[src/rtl/ika2151_timer_pkg.sv]
// Shared constants and helpers for the IKA2151 timer bank.
package ika2151_timer_pkg;

   // Slow mode advances a timer on one base tick out of every SLOW_DIV.
   localparam int SLOW_DIV = 16;
   localparam int DIV_W    = 4;

   // Number of bits needed to hold the values 0..value-1 (at least 1).
   function automatic int clog2(input int value);
      int r;
      r = 1;
      for (int b = 1; b < 31; b++) begin
         if (value > (1 << b)) begin
            r = b + 1;
         end
      end
      return r;
   endfunction

endpackage

[src/rtl/ika2151_timer_ch.sv]
// One interval timer channel: up-counter with reload, overflow pulse and
// sticky IRQ flag. All state moves only on enabled clock edges.
module ika2151_timer_ch
   import ika2151_timer_pkg::*;
#(
   parameter int CNT_W = 10
) (
   input  logic             i_EMUCLK,
   input  logic             i_MRST,
   input  logic             i_en,
   input  logic             i_step,
   input  logic [CNT_W-1:0] i_load,
   input  logic             i_run,
   input  logic             i_irqen,
   input  logic             i_frst,
   output logic [CNT_W-1:0] o_cnt,
   output logic             o_ovfl,
   output logic             o_flag
);

   logic [CNT_W-1:0] r_cnt;
   logic             r_ovfl;
   logic             r_flag;
   logic             w_full;
   logic             w_wrap;

   assign w_full = &r_cnt;
   // A wrap only counts while running; a stopped timer is held at LOAD so
   // a pulse that would coincide with RUN falling is dropped.
   assign w_wrap = i_run & i_step & w_full;

   // Counter and one-enabled-period overflow pulse.
   always_ff @(posedge i_EMUCLK or posedge i_MRST) begin
      if (i_MRST) begin
         r_cnt  <= '0;
         r_ovfl <= 1'b0;
      end else if (i_en) begin
         if (!i_run) begin
            r_cnt  <= i_load;
            r_ovfl <= 1'b0;
         end else if (i_step) begin
            if (w_full) begin
               r_cnt  <= i_load;
               r_ovfl <= 1'b1;
            end else begin
               r_cnt  <= r_cnt + 1'b1;
               r_ovfl <= 1'b0;
            end
         end else begin
            r_ovfl <= 1'b0;
         end
      end
   end

   // Sticky flag: a coincident overflow beats the clear strobe.
   always_ff @(posedge i_EMUCLK or posedge i_MRST) begin
      if (i_MRST) begin
         r_flag <= 1'b0;
      end else if (i_en) begin
         if (w_wrap && i_irqen) begin
            r_flag <= 1'b1;
         end else if (i_frst) begin
            r_flag <= 1'b0;
         end
      end
   end

   assign o_cnt  = r_cnt;
   assign o_ovfl = r_ovfl;
   assign o_flag = r_flag;

endmodule

[src/rtl/ika2151_timer_bank.sv]
// Timer bank: shared phi1 prescaler and x16 slow divider feeding
// NUM_TIMERS independent channels, plus IRQ and CSM outputs.
module ika2151_timer_bank
   import ika2151_timer_pkg::*;
#(
   parameter int NUM_TIMERS = 2,
   parameter int CNT_W      = 10,
   parameter int PRESCALE   = 64
) (
   input  logic                        i_EMUCLK,
   input  logic                        i_MRST,
   input  logic                        i_phi1_NCEN_n,
   input  logic [NUM_TIMERS*CNT_W-1:0] i_LOAD,
   input  logic [NUM_TIMERS-1:0]       i_RUN,
   input  logic [NUM_TIMERS-1:0]       i_SLOW,
   input  logic [NUM_TIMERS-1:0]       i_IRQEN,
   input  logic [NUM_TIMERS-1:0]       i_FRST,
   output logic [NUM_TIMERS*CNT_W-1:0] o_CNT,
   output logic [NUM_TIMERS-1:0]       o_FLAG,
   output logic [NUM_TIMERS-1:0]       o_OVFL,
   output logic                        o_IRQ_n,
   output logic                        o_CSM
);

   localparam int PRE_W = clog2(PRESCALE);

   logic [PRE_W-1:0]      r_pre;
   logic [DIV_W-1:0]      r_div;
   logic                  w_en;
   logic                  w_pre_last;
   logic                  w_tk;
   logic                  w_stk;
   logic [NUM_TIMERS-1:0] w_step;

   assign w_en       = ~i_phi1_NCEN_n;
   assign w_pre_last = (r_pre == PRE_W'(PRESCALE - 1));
   // Base tick is combinational so it lines up with the enabled edge that
   // wraps the prescaler.
   assign w_tk       = w_en & w_pre_last;
   assign w_stk      = w_tk & (r_div == DIV_W'(SLOW_DIV - 1));

   // Free-running prescaler, independent of any RUN bit.
   always_ff @(posedge i_EMUCLK or posedge i_MRST) begin
      if (i_MRST) begin
         r_pre <= '0;
      end else if (w_en) begin
         r_pre <= w_pre_last ? '0 : r_pre + 1'b1;
      end
   end

   // Slow divider counts base ticks; natural 4-bit wrap gives the /16.
   always_ff @(posedge i_EMUCLK or posedge i_MRST) begin
      if (i_MRST) begin
         r_div <= '0;
      end else if (w_tk) begin
         r_div <= r_div + 1'b1;
      end
   end

   generate
      for (genvar gi = 0; gi < NUM_TIMERS; gi++) begin : g_ch
         assign w_step[gi] = i_SLOW[gi] ? w_stk : w_tk;

         ika2151_timer_ch #(
            .CNT_W (CNT_W)
         ) u_ch (
            .i_EMUCLK (i_EMUCLK),
            .i_MRST   (i_MRST),
            .i_en     (w_en),
            .i_step   (w_step[gi]),
            .i_load   (i_LOAD[gi*CNT_W +: CNT_W]),
            .i_run    (i_RUN[gi]),
            .i_irqen  (i_IRQEN[gi]),
            .i_frst   (i_FRST[gi]),
            .o_cnt    (o_CNT[gi*CNT_W +: CNT_W]),
            .o_ovfl   (o_OVFL[gi]),
            .o_flag   (o_FLAG[gi])
         );
      end
   endgenerate

   assign o_IRQ_n = ~|o_FLAG;
   assign o_CSM   = o_OVFL[0];

endmodule

[config.mk]
export PLATFORM = sky130hd
export DESIGN_NAME = ika2151_timer_bank
export DESIGN_NICKNAME = d
export VERILOG_FILES = /design/src/rtl/ika2151_timer_pkg.sv /design/src/rtl/ika2151_timer_ch.sv /design/src/rtl/ika2151_timer_bank.sv
export SDC_FILE = /design/constraint.sdc
export NUM_CORES = 1
export LEC_CHECK = 0
export BUFFER_PORTS_ARGS = -buffer_cell sky130_fd_sc_hd__buf_2
export CORE_AREA = 5 5 68 70
export CTS_CLUSTER_SIZE = 28
export DETAILED_ROUTE_END_ITERATION = 10
export DIE_AREA = 0 0 73 75
export GPL_ROUTABILITY_DRIVEN = 0
export GPL_TIMING_DRIVEN = 1
export PLACE_DENSITY = 0.82
export SYNTH_ARGS = -nofsm -noshare
export SYNTH_HDL_FRONTEND = slang
export SYNTH_HIERARCHICAL = 1
export SYNTH_SLANG_ARGS = --single-unit
[constraint.sdc]
create_clock -name i_EMUCLK -period 4.9 [get_ports i_EMUCLK]
set_input_delay 0.245 -clock i_EMUCLK [delete_from_list [all_inputs] [get_ports i_EMUCLK]]
set_output_delay 0.245 -clock i_EMUCLK [all_outputs]
set_load 0.01 [all_outputs]
==> results.md <==
- Max_cap viols: 0
- Final core utilization: 63.27%
- Syn Nets: 253
- Final Cycle Share: 44.96%
- CTS tree: yes
- WL final: 4.907 mm
- Slew @ Worst Pin: 830.2 ps
- Fillers: 345
- GRT met1 Usage: 24.13%
- Max Transition Viols Final: 0
- HPWL after DPL: 3.704 mm
- Area Overhead vs Synth: 17.59%
- Maximum clock path buffer count: 2
- DR vias/cell: 5.838
- Leading area contributor after synthesis: dfrtp_1
- Worst Reg-to-Reg Cells: 7
- Fraction of layout cells with a size suffix above 1: 31.11%
- CTS root buf: clkbuf_8
- Setup violators final: 0
- Clk_skew: 10.84 ps
- FP Rows: 23
- IO buf count: 56
- Most frequent cell after synthesis: dfrtp_1
- Vias in the first global route: 1,797
- Number of DRC markers in iteration 0: 159
- CTS Buf Count: 5
- Sw Pwr: 301.1 µW
- Die area: 5475 µm²
- Nets@finish: 304
- DRT antenna net count: 0
- Ys Warns: 6
- Sequential area share after synthesis: 40.40%
- Worst slack, placed: 2712 ps
- Starting Density: 53.80%
- CP max FO: 13
- Synth top area share: 40.40%
- Post-synth cell types: 45
- Worst-path clk slew: 70 ps
- Top cells by count, synth: 34 x dfrtp_1, 21 x a21oi_1, 16 x nand2_1, 16 x nand3_1, 15 x o21ai_0
- Antenna violations before repair: 0
- Mean area per synthesized cell: 9.659 µm²
- Combinational power share: 24.5%
- H-tree levels: 2
- Hold Vio Cnt, Final: 0
- F_max: 454.0 MHz
- PwrDens: 362.2 nW/µm²
- Post_cts resized: 0
- Lkg Pwr: 1.111 nW
- Post-layout min period: 2203 ps
- Clock Latency Late Sink: 290 ps
- Largest net degree at the start of global routing: 14
- Status: complete, no violations
- Die height: 75 µm
- CP Class: flop to flop
- FF+latch count, synth: 34
- Global route hottest layer: met2
- Initial DRT Pass Iterations: 4
- Worst rel slew slack: 44.28%
- Cell area after synthesis: 2106 µm²
- Crit path required time: 5060 ps
- Gr ovfl total: 0
- Ant diodes: 0
- Async SR Flop Fraction: 100.0%
- Met2 usage: 30.59%
- Number of synthesized flops with an enable pin: 0
- CTS sink cnt: 34
- GR Layer Usage met3: 4.005%
- Clock network fraction of design power: 28.3%
- Worst Path Arrival: 2360 ps
- Setup tns final: 0 ps
- Io pins: 57
- Min-delay worst type: input pin to flop
- FF/Latch Area: 850.8 µm²
- Endpoint class of the critical path: flop
- Total GRT Usage: 18.79%
- Synth area leaders: dfrtp_1 40%, a21oi_1 5.0%, nand3_1 3.8%, o21ai_0 3.6%, mux2i_1 2.9%
- Startpoint class of the critical path: flop
- Post-route DRC: 0
- Die Wd: 73 µm
- Sequential power share: 47.2%
- Switching Share: 33.57%
- Internal: 595.7 µW
- Routed via count: 1,868
- Core area: 3914 µm²
- Gate Count Post-Synth: 218
- Most used DFF post-synth: dfrtp_1
- Routed len/inst: 15.33 µm
- Worst vdd ir: 0.2045 mV
- Area of the multi-input gates: 1117 µm²
- First-pass GRT wire length: 8.038 mm
- Final WS setup: 2697 ps
- RSZ-0062 raised after global routing: false
- Worst hold stages: 3
per-layer routing:
metal | vias up | share of wire [%]
met4 | 0 | 2.1
met1 | 885 | 44
met5 | - | 0
li1 | 919 | -
met3 | 10 | 5.6
met2 | 54 | 49
layout by cell type, fill, tap and decap left out, types with 3 or more instances in the layout:
cell	instances
nand3_1	16
dfrtp_1	34
o311ai_0	4
and4_1	4
mux2_2	3
and3_1	3
nor2_1	11
clkbuf_8	5
a21oi_1	21
xnor2_1	3
ha_1	4
buf_2	56
nand2_1	16
nand4_1	7
xor2_1	4
inv_1	10
o21ai_0	15
mux2i_1	6
state kept, by name, summed over array words and instances (netlist names):
signal,flops
g_ch.u_ch/o_cnt,20
g_ch.u_ch/o_ovfl,2
r_pre,6
r_div,4
g_ch.u_ch/o_flag,2
final timing paths:
kind                       slack (ps)                    end        from
hold / removal                    180  g_ch[1].u_ch/o_cnt[1]  i_LOAD[11]
min in group asynchronous         510               r_pre[4]      i_MRST
setup reg to reg                 2700  g_ch[0].u_ch/o_cnt[8]    r_pre[0]
max in group asynchronous        3990  g_ch[0].u_ch/o_cnt[9]      i_MRST
hold reg to reg                   480               r_div[3]    r_div[3]
setup / recovery                 2700  g_ch[0].u_ch/o_cnt[8]    r_pre[0]
logic make-up after synthesis:
logic type               Yosys count  synth area share [%]
multiplexers                      10                 5.169
adder cells (fa/ha/maj)            4                 2.377
XOR/XNOR                           7                 2.912
flip-flops                        34                 40.40
AND/OR/NAND/NOR                   72                 19.19
AO/OA/AOI/OAI                     66                 23.41
buffers and inverters             25                 6.536
what timing repair did:
action | in CTS | in global routing
setup buffers | 0 | 0
endpoints found under the hold margin | 17 | 0
hold buffers | 1 | 0
metrics by stage:
stage	power [mW]	cells	hold slack [ps]	area, µm²
2_1_floorplan	0.5701	218	85.18	2106
3_3_place_gp	0.6375	311	257.3	2356
3_5_place_dp	0.6471	311	270.7	2356
4_1_cts	0.9032	320	174.3	2476
5_1_grt	0.9511	320	180.2	2476
6_report	0.8967	320	177.7	2476
worst max-delay path: stages (launching register included):
cell and delay (ps):
dfrtp_1 410, ha_1 220, and4b_4 230, nand3_1 130, a21oi_1 90, o21ai_1 660, o21ai_0 190, o311ai_0 140
power groups by stage:
stage	clock, mW	combinational, mW	sequential, mW
after floorplan	0	0.151	0.419
after global placement	0	0.214	0.423
after detailed placement	0	0.221	0.426
after CTS	0.260	0.222	0.421
after global routing	0.271	0.245	0.435
final	0.254	0.220	0.423
cell type report:
cell class,count,share of cell area (%)
multi-input cells,159,45.12
inverters,12,1.819
clock inverters,2,1.516
repair buffers,57,11.72
well taps,50,2.527
flip-flops and latches,34,34.36
clock buffers,6,2.931
Note: power is estimated with default switching activity, not from simulation.
